**src/rtl/ekg_sample_conditioner.sv**
```systemverilog
// rtl/ekg_sample_conditioner.sv - EKG baseline removal, box-car decimation, gain and saturation
// Produces one signed column sample per 2^DECIM_LOG2 accepted ADC samples.
module ekg_sample_conditioner #(
    parameter int ADC_WIDTH      = 12,
    parameter int OUT_WIDTH      = 8,
    parameter int DECIM_LOG2     = 2,
    parameter int BASELINE_SHIFT = 6,
    parameter int GAIN_SHIFT     = 2,
    parameter int SETTLE_SAMPLES = 256
) (
    input  logic                 clk_in,
    input  logic                 rst_n_in,
    input  logic                 sample_valid_in,
    input  logic [ADC_WIDTH-1:0] sample_in,
    input  logic                 freeze_in,
    output logic                 data_valid_out,
    output logic [OUT_WIDTH-1:0] data_out,
    output logic                 saturated_out,
    output logic [1:0]           state_out
);

    localparam int BW  = ADC_WIDTH + BASELINE_SHIFT;
    localparam int DW  = ADC_WIDTH + 1;
    localparam int AW  = DW + DECIM_LOG2;
    localparam int SCW = $clog2(SETTLE_SAMPLES + 1);
    localparam int DCW = (DECIM_LOG2 > 0) ? DECIM_LOG2 : 1;

    typedef enum logic [1:0] {
        ST_INIT   = 2'd0,
        ST_SETTLE = 2'd1,
        ST_RUN    = 2'd2
    } state_t;

    state_t                state;
    logic [BW-1:0]         base_q;
    logic [SCW-1:0]        settle_cnt;
    logic [DCW-1:0]        decim_cnt;
    logic signed [AW-1:0]  acc_q;
    logic signed [AW-1:0]  sum_q;
    logic                  sum_valid;
    logic [OUT_WIDTH-1:0]  res_q;
    logic                  res_sat_q;
    logic                  res_valid;

    logic [ADC_WIDTH-1:0]  base_int;
    logic [BW-1:0]         base_next;
    logic signed [DW-1:0]  diff;
    logic signed [AW-1:0]  acc_next;
    logic                  group_last;
    logic                  settle_last;
    logic signed [AW-1:0]  avg;
    logic signed [AW-1:0]  scaled;
    logic                  sat_hi;
    logic                  sat_lo;
    logic [OUT_WIDTH-1:0]  clamped;

    // B holds baseline<<BASELINE_SHIFT, so B + x - b is the EMA step with alpha = 2^-BASELINE_SHIFT
    assign base_int    = base_q[BW-1:BASELINE_SHIFT];
    assign base_next   = base_q + {{BASELINE_SHIFT{1'b0}}, sample_in}
                                - {{BASELINE_SHIFT{1'b0}}, base_int};
    assign diff        = $signed({1'b0, sample_in}) - $signed({1'b0, base_int});
    assign acc_next    = acc_q + AW'(diff);
    assign group_last  = (decim_cnt == DCW'((2 ** DECIM_LOG2) - 1));
    assign settle_last = (settle_cnt == SCW'(SETTLE_SAMPLES - 1));

    assign avg    = sum_q >>> DECIM_LOG2;
    assign scaled = avg >>> GAIN_SHIFT;

    // Out of range when the bits above the output sign bit are not all copies of the sign
    assign sat_hi  = ~scaled[AW-1] & (|scaled[AW-2:OUT_WIDTH-1]);
    assign sat_lo  =  scaled[AW-1] & ~(&scaled[AW-2:OUT_WIDTH-1]);
    assign clamped = sat_hi ? {1'b0, {(OUT_WIDTH-1){1'b1}}} :
                     sat_lo ? {1'b1, {(OUT_WIDTH-1){1'b0}}} :
                              scaled[OUT_WIDTH-1:0];

    assign state_out = state;

    always_ff @(posedge clk_in or negedge rst_n_in) begin
        if (!rst_n_in) begin
            state      <= ST_INIT;
            base_q     <= '0;
            settle_cnt <= '0;
            decim_cnt  <= '0;
            acc_q      <= '0;
            sum_q      <= '0;
            sum_valid  <= 1'b0;
        end else begin
            sum_valid <= 1'b0;
            if (sample_valid_in) begin
                case (state)
                    ST_INIT: begin
                        base_q     <= {sample_in, {BASELINE_SHIFT{1'b0}}};
                        settle_cnt <= '0;
                        state      <= ST_SETTLE;
                    end
                    ST_SETTLE: begin
                        base_q <= base_next;
                        if (settle_last) begin
                            settle_cnt <= '0;
                            acc_q      <= '0;
                            decim_cnt  <= '0;
                            state      <= ST_RUN;
                        end else begin
                            settle_cnt <= settle_cnt + 1'b1;
                        end
                    end
                    ST_RUN: begin
                        base_q <= base_next;
                        if (group_last) begin
                            sum_q     <= acc_next;
                            sum_valid <= 1'b1;
                            acc_q     <= '0;
                            decim_cnt <= '0;
                        end else begin
                            acc_q     <= acc_next;
                            decim_cnt <= decim_cnt + 1'b1;
                        end
                    end
                    default: state <= ST_INIT;
                endcase
            end
        end
    end

    // Result stage then output stage; freeze only gates the final register update
    always_ff @(posedge clk_in or negedge rst_n_in) begin
        if (!rst_n_in) begin
            res_q          <= '0;
            res_sat_q      <= 1'b0;
            res_valid      <= 1'b0;
            data_valid_out <= 1'b0;
            data_out       <= '0;
            saturated_out  <= 1'b0;
        end else begin
            res_valid <= sum_valid;
            if (sum_valid) begin
                res_q     <= clamped;
                res_sat_q <= sat_hi | sat_lo;
            end
            data_valid_out <= res_valid & ~freeze_in;
            if (res_valid && !freeze_in) begin
                data_out      <= res_q;
                saturated_out <= res_sat_q;
            end
        end
    end

endmodule

```
**config.mk**
```make
export PLATFORM = sky130hd
export DESIGN_NAME = ekg_sample_conditioner
export DESIGN_NICKNAME = d
export VERILOG_FILES = /design/src/rtl/ekg_sample_conditioner.sv
export SDC_FILE = /design/constraint.sdc
export NUM_CORES = 1
export LEC_CHECK = 0
export BUFFER_PORTS_ARGS = -buffer_cell sky130_fd_sc_hd__buf_2
export CAP_MARGIN = 20
export CORE_MARGIN = 4
export CORE_UTILIZATION = 38
export CTS_CLUSTER_SIZE = 14
export DETAILED_ROUTE_END_ITERATION = 7
export PLACE_DENSITY = 0.57
export REMOVE_ABC_BUFFERS = 1
export SYNTH_ARGS = -nofsm -noshare
export SYNTH_HDL_FRONTEND = slang
export SYNTH_SLANG_ARGS = --single-unit
```
**constraint.sdc**
```tcl
create_clock -name clk_in -period 5.95 [get_ports clk_in]
set_clock_uncertainty 0.1 [all_clocks]
set_input_delay 1.19 -clock clk_in [delete_from_list [all_inputs] [get_ports clk_in]]
set_output_delay 1.19 -clock clk_in [all_outputs]
set_load 0.1 [all_outputs]
```
# After elaboration in Yosys (flattened, before gate mapping)
# Index checks and enable logic that the tools add are counted.
[classes]
add_sub_neg = 6
n_eq_ne = 5
n_mux = 16
bitwise_logic = 8
n_reduce_logical = 14
[op_table]
columns = ["cell", "count"]
rows = [
  ["case mux 18 bit (2 select lines)", 1],
  ["two-way mux 15 bit", 2],
  ["case mux 15 bit (2 select lines)", 1],
  ["adder 18 x 12 -> 18 bit", 1],
  ["case mux 9 bit (2 select lines)", 1],
  ["subtractor 18 x 12 -> 18 bit", 1],
  ["two-way mux 8 bit", 2],
  ["adder 15 x 13 -> 15 bit", 1],
  ["subtractor 12 x 12 -> 13 bit", 1],
  ["adder 9 x 1 -> 9 bit, second input constant", 1],
  ["equality test 9 x 8 -> 1 bit, second input constant", 1],
  ["two-way mux 9 bit", 1],
  ["AND reduction 3 bit", 3],
  ["two-way mux 2 bit", 3],
  ["case mux 2 bit (3 select lines)", 1],
  ["nonzero test 2 bit", 3],
  ["equality test 2 bit, second input constant", 2],
  ["NOT 1 bit", 4],
  ["case mux 2 bit (2 select lines)", 1],
  ["AND reduction 2 bit", 2],
  ["AND reduction 4 bit", 1],
  ["OR reduction 4 bit", 1],
  ["bitwise AND 1 bit", 3],
  ["two-way mux 1 bit", 3],
  ["other kinds (8)", 8],
]
[totals]
regBits = 82
output_inout_bits = 12

# Depth between registers and ports, before layout
[depth]
word_depth = 5
ltp_mapped = 18
mapped_depth_nobuf = 18

# Worst setup path after synthesis
# Ideal clock, no wire load.
[synth_timing]
path_kind = "input to register"
from = "input port sample_in[1]"
to = "register sum_q[13]"
setup_ns = 0.125
arrival_time_ns = 4.350
path_slack_ns = 1.375
path_stages = 17
path_cell_list = "ha_1 -> nor2b_1 -> o21ai_0 -> a21boi_0 -> o21a_1 -> o21ai_0 -> nand2_1 -> a21oi_1 -> xnor2_1 -> ha_1 -> and2_1 -> nor2_1 -> o31ai_2 -> a2111o_1 -> nand4_1 -> or3b_1 -> mux2_4"
[synth_between]
elab_chain_cells = 2
[synth_lines]
columns = ["item", "line", "source"]
rows = [
  ["start, declared", "14", "input logic [ADC_WIDTH-1:0] sample_in,"],
  ["subtractor 12 x 12 -> 13 bit", "61", "assign diff = $signed({1'b0, sample_in}) - $signed({1'b0, base_int});"],
  ["adder 15 x 13 -> 15 bit", "62", "assign acc_next = acc_q + AW'(diff);"],
  ["end signal, assigned", "110", "sum_q <= acc_next;"],
  ["end, declared", "39", "logic signed [AW-1:0] sum_q;"],
]
# No other way between the ends.
# A chain may end at the register's enable or synchronous reset.

# Worst setup path in the final report
# Ends and elaborated chain as after synthesis.

==> results.yml <==
run_status:
  status: "completed"
min_path:
  min_from: "sum_q[9]"
  whs_endpoint: "sum_q[9]"
  whs_path_depth: 2
  hold_path_class: "register to register"
synthesis:
  synth_area_leaders: "dfrtp_1 35%, ha_1 12%, inv_1 5.2%, fa_1 5.1%, xnor2_1 3.8%"
  ys_seq_area_share_pct: 35.2
  synth_edf_count: 0
  synth_area_sq_mm: 0.00554
  synth_cells: 587
  avgSynthCellArea_sq_um: 9.43
  yosysWarnings: 0
  async_flop_share_pct: 100
  synth_largest_area_cell: "dfrtp_1"
  ys_types: 58
  ys.flop_type: "dfrtp_1"
  synth_top_area_share_pct: 35.2
  ys_ff_latch: 78
sta:
  clock.fmax_ghz: 0.215
  rsz0062_at_grt: "false"
  period_needed_ns: 4.64
  max_slew_margin_pct: 37.0
  worstMarginPinSlew_ns: 0.946
  fin_crit_sh_pct: 78.0
  slew_viol_final: 0
  setup_violations: 0
  hold_viol: 0
  tns_ns: 0
  holdWs_ns: 0.375
floorplan:
  dieArea_sq_mm: 0.0166
  die_h_um: 129
  coreArea_sq_mm: 0.0141
  fp.dieW_um: 129
  num_rows: 43
  ios: 28
  start_util_pct: 39.3
routing:
  wl_um: 11800
  drt-wirelength-per-cell_um: 14.7
  vias: 4230
  dr.pass1.iters: 4
  drt_iter0_drc: 126
  ant_nets: 0
  viasPerCell: 5.27
  drc: 0
critical_path:
  r2r_setup_slack_ns: 1.73
  startpoint_type: "primary input"
  setup.worst_path.start: "sample_in[1]"
  r2r_start: "base_q[7]"
  end_kind: "register"
  reg2reg_depth: 18
  r2r-end: "sum_q[13]"
  cp.arrival_ns: 4.77
  path_max_fanout: 5
  required_ns: 6.08
  crit_type: "primary input to register"
finish:
  n_fill_cell: 1407
  layout_common_cells: "78 x dfrtp_1, 76 x inv_1, 53 x ha_1"
  synthToLayoutAreaGrowth_pct: 11.8
  layout_commonest_cell: "dfrtp_1"
  fin_cells: 802
  diodes: 0
  drive_gt1_share_pct: 11.7
  regArea_sq_mm: 0.00195
  multi_input_area_sq_mm: 0.00326
  nNetsFinal: 700
grt:
  grt.overflow.total: 0
  grt_max_degree: 79
  grt_antenna_before_repair: 0
  grt_pass1_vias: 4257
  grt.total_usage_pct: 15.2
  grt_pass1_wl_um: 20300
cts:
  clk_pin_slew_ns: 0.07
  h-tree-depth: 3
  post_cts_buffers: 0
  clock-sinks: 78
  ctsResizeCount: 0
  cts_tree: "done"
  ctsHoldBuffers: 0
  clockBufferDepth: 2
  root_buffer: "clkbuf_16"
  clk_latency_ns: 0.34
  numCtsBuffers: 9
power_and_ir_drop:
  irDropWorstVdd_uv: 295
  power_density_mw_per_mm2: 570
  total_leakage_power_nw: 3.12
place:
  gp_congestion: 0.836
  dp_cells: 785
  place_hpwl_um: 8880
  io_buffers: 27
run:
  drv_cap: 0
==> cell families after synthesis <==
kind of cell | count (synthesis) | synth area share (%)
muxes | 29 | 5.74
and+or+nand+nor | 157 | 13.2
adders and majority gates | 67 | 17.0
xor gates and xnor gates | 35 | 5.78
buffers and inverters | 88 | 5.96
DFF | 78 | 35.2
AOI/OAI and AO/OA | 133 | 17.0
==> per-stage QoR <==
stage / utilization [%] / total power (W) / area, sq um / setup WS, ns
5_1_grt: 43.9 / 0.00390 / 6190 / 0.967
4_1_cts: 43.7 / 0.00356 / 6160 / 1.31
3_3_place_gp: 41.7 / 0.00294 / 5880 / 1.02
6_report: 43.9 / 0.00353 / 6190 / 1.31
3_5_place_dp: 41.7 / 0.00298 / 5880 / 0.978
2_1_floorplan: - / 0.00253 / 5490 / 1.38
==> final cells by class <==
cell class / count / share of cell area, %
well taps: 180 / 3.64
inverters: 76 / 4.61
clock buffers: 9 / 3.64
repair buffers: 31 / 3.03
flip-flops and latches: 78 / 31.5
clock inverters: 7 / 0.990
multi-input cells: 421 / 52.6
==> report_power, final <==
part	internal, W	leakage (nW)	switching (W)
clock	0.000292	0.135	0.000252
sequential	0.000620	1.03	0.0000742
combinational	0.00103	1.96	0.00126
total	0.00194	3.12	0.00159
==> routing by layer <==
metal / global-route usage (%) / vias up / part of all wire [%]
met5: 0 / - / 0
met4: 5.00 / 0 / 1.5
met2: 24.5 / 56 / 47
met1: 20.8 / 2052 / 49
met3: 2.49 / 13 / 2.6
li1: - / 2109 / -
==> cells in the mapped netlist, drive strengths merged (10+ instances only) <==
cell / n
xnor2: 24
ha: 53
nor2: 45
fa: 14
inv: 76
a21oi: 25
dfrtp: 78
nand3: 14
a22o: 13
nand2: 46
xor2: 10
o22ai: 11
nor3: 14
mux2i: 10
mux2: 19
clkbuf: 12
o21ai: 26
==> sequential cells by signal, indices dropped and copies added (netlist names) <==
signal / flops
base_q: 18
acc_q: 15
sum_q: 11
settle_cnt: 9
data_out: 8
res_q: 8
decim_cnt: 2
state_out: 2
data_valid_out: 1
res_sat_q: 1
res_valid: 1
saturated_out: 1
sum_valid: 1
==> worst max-delay path by stage <==
| stage | slack, ns | end | depth (start not counted) |
|---|---|---|---|
| detailed placement | 0.98 | sum_q[13] | 18 |
| global route | 0.97 | acc_q[13] | 18 |
| floorplan | 1.38 | sum_q[13] | 17 |
| global placement | 1.02 | sum_q[13] | 18 |
| finish | 1.31 | sum_q[13] | 18 |
| CTS | 1.31 | sum_q[13] | 18 |
==> critical path: stages <==
cell and delay (ns):
buf_2 0.12, ha_1 0.28, nor2b_1 0.13, o21ai_0 0.19
a21boi_0 0.14, o21a_1 0.20, o21ai_0 0.21, nand2_1 0.09
a21oi_1 0.19, xnor2_1 0.14, ha_1 0.29, and2_1 0.18
nor2_1 0.13, o31ai_2 0.10, a2111o_1 0.47, nand4_1 0.10
or3b_1 0.37, mux2_4 0.26
No activity file was read; power rests on OpenSTA's default activity.
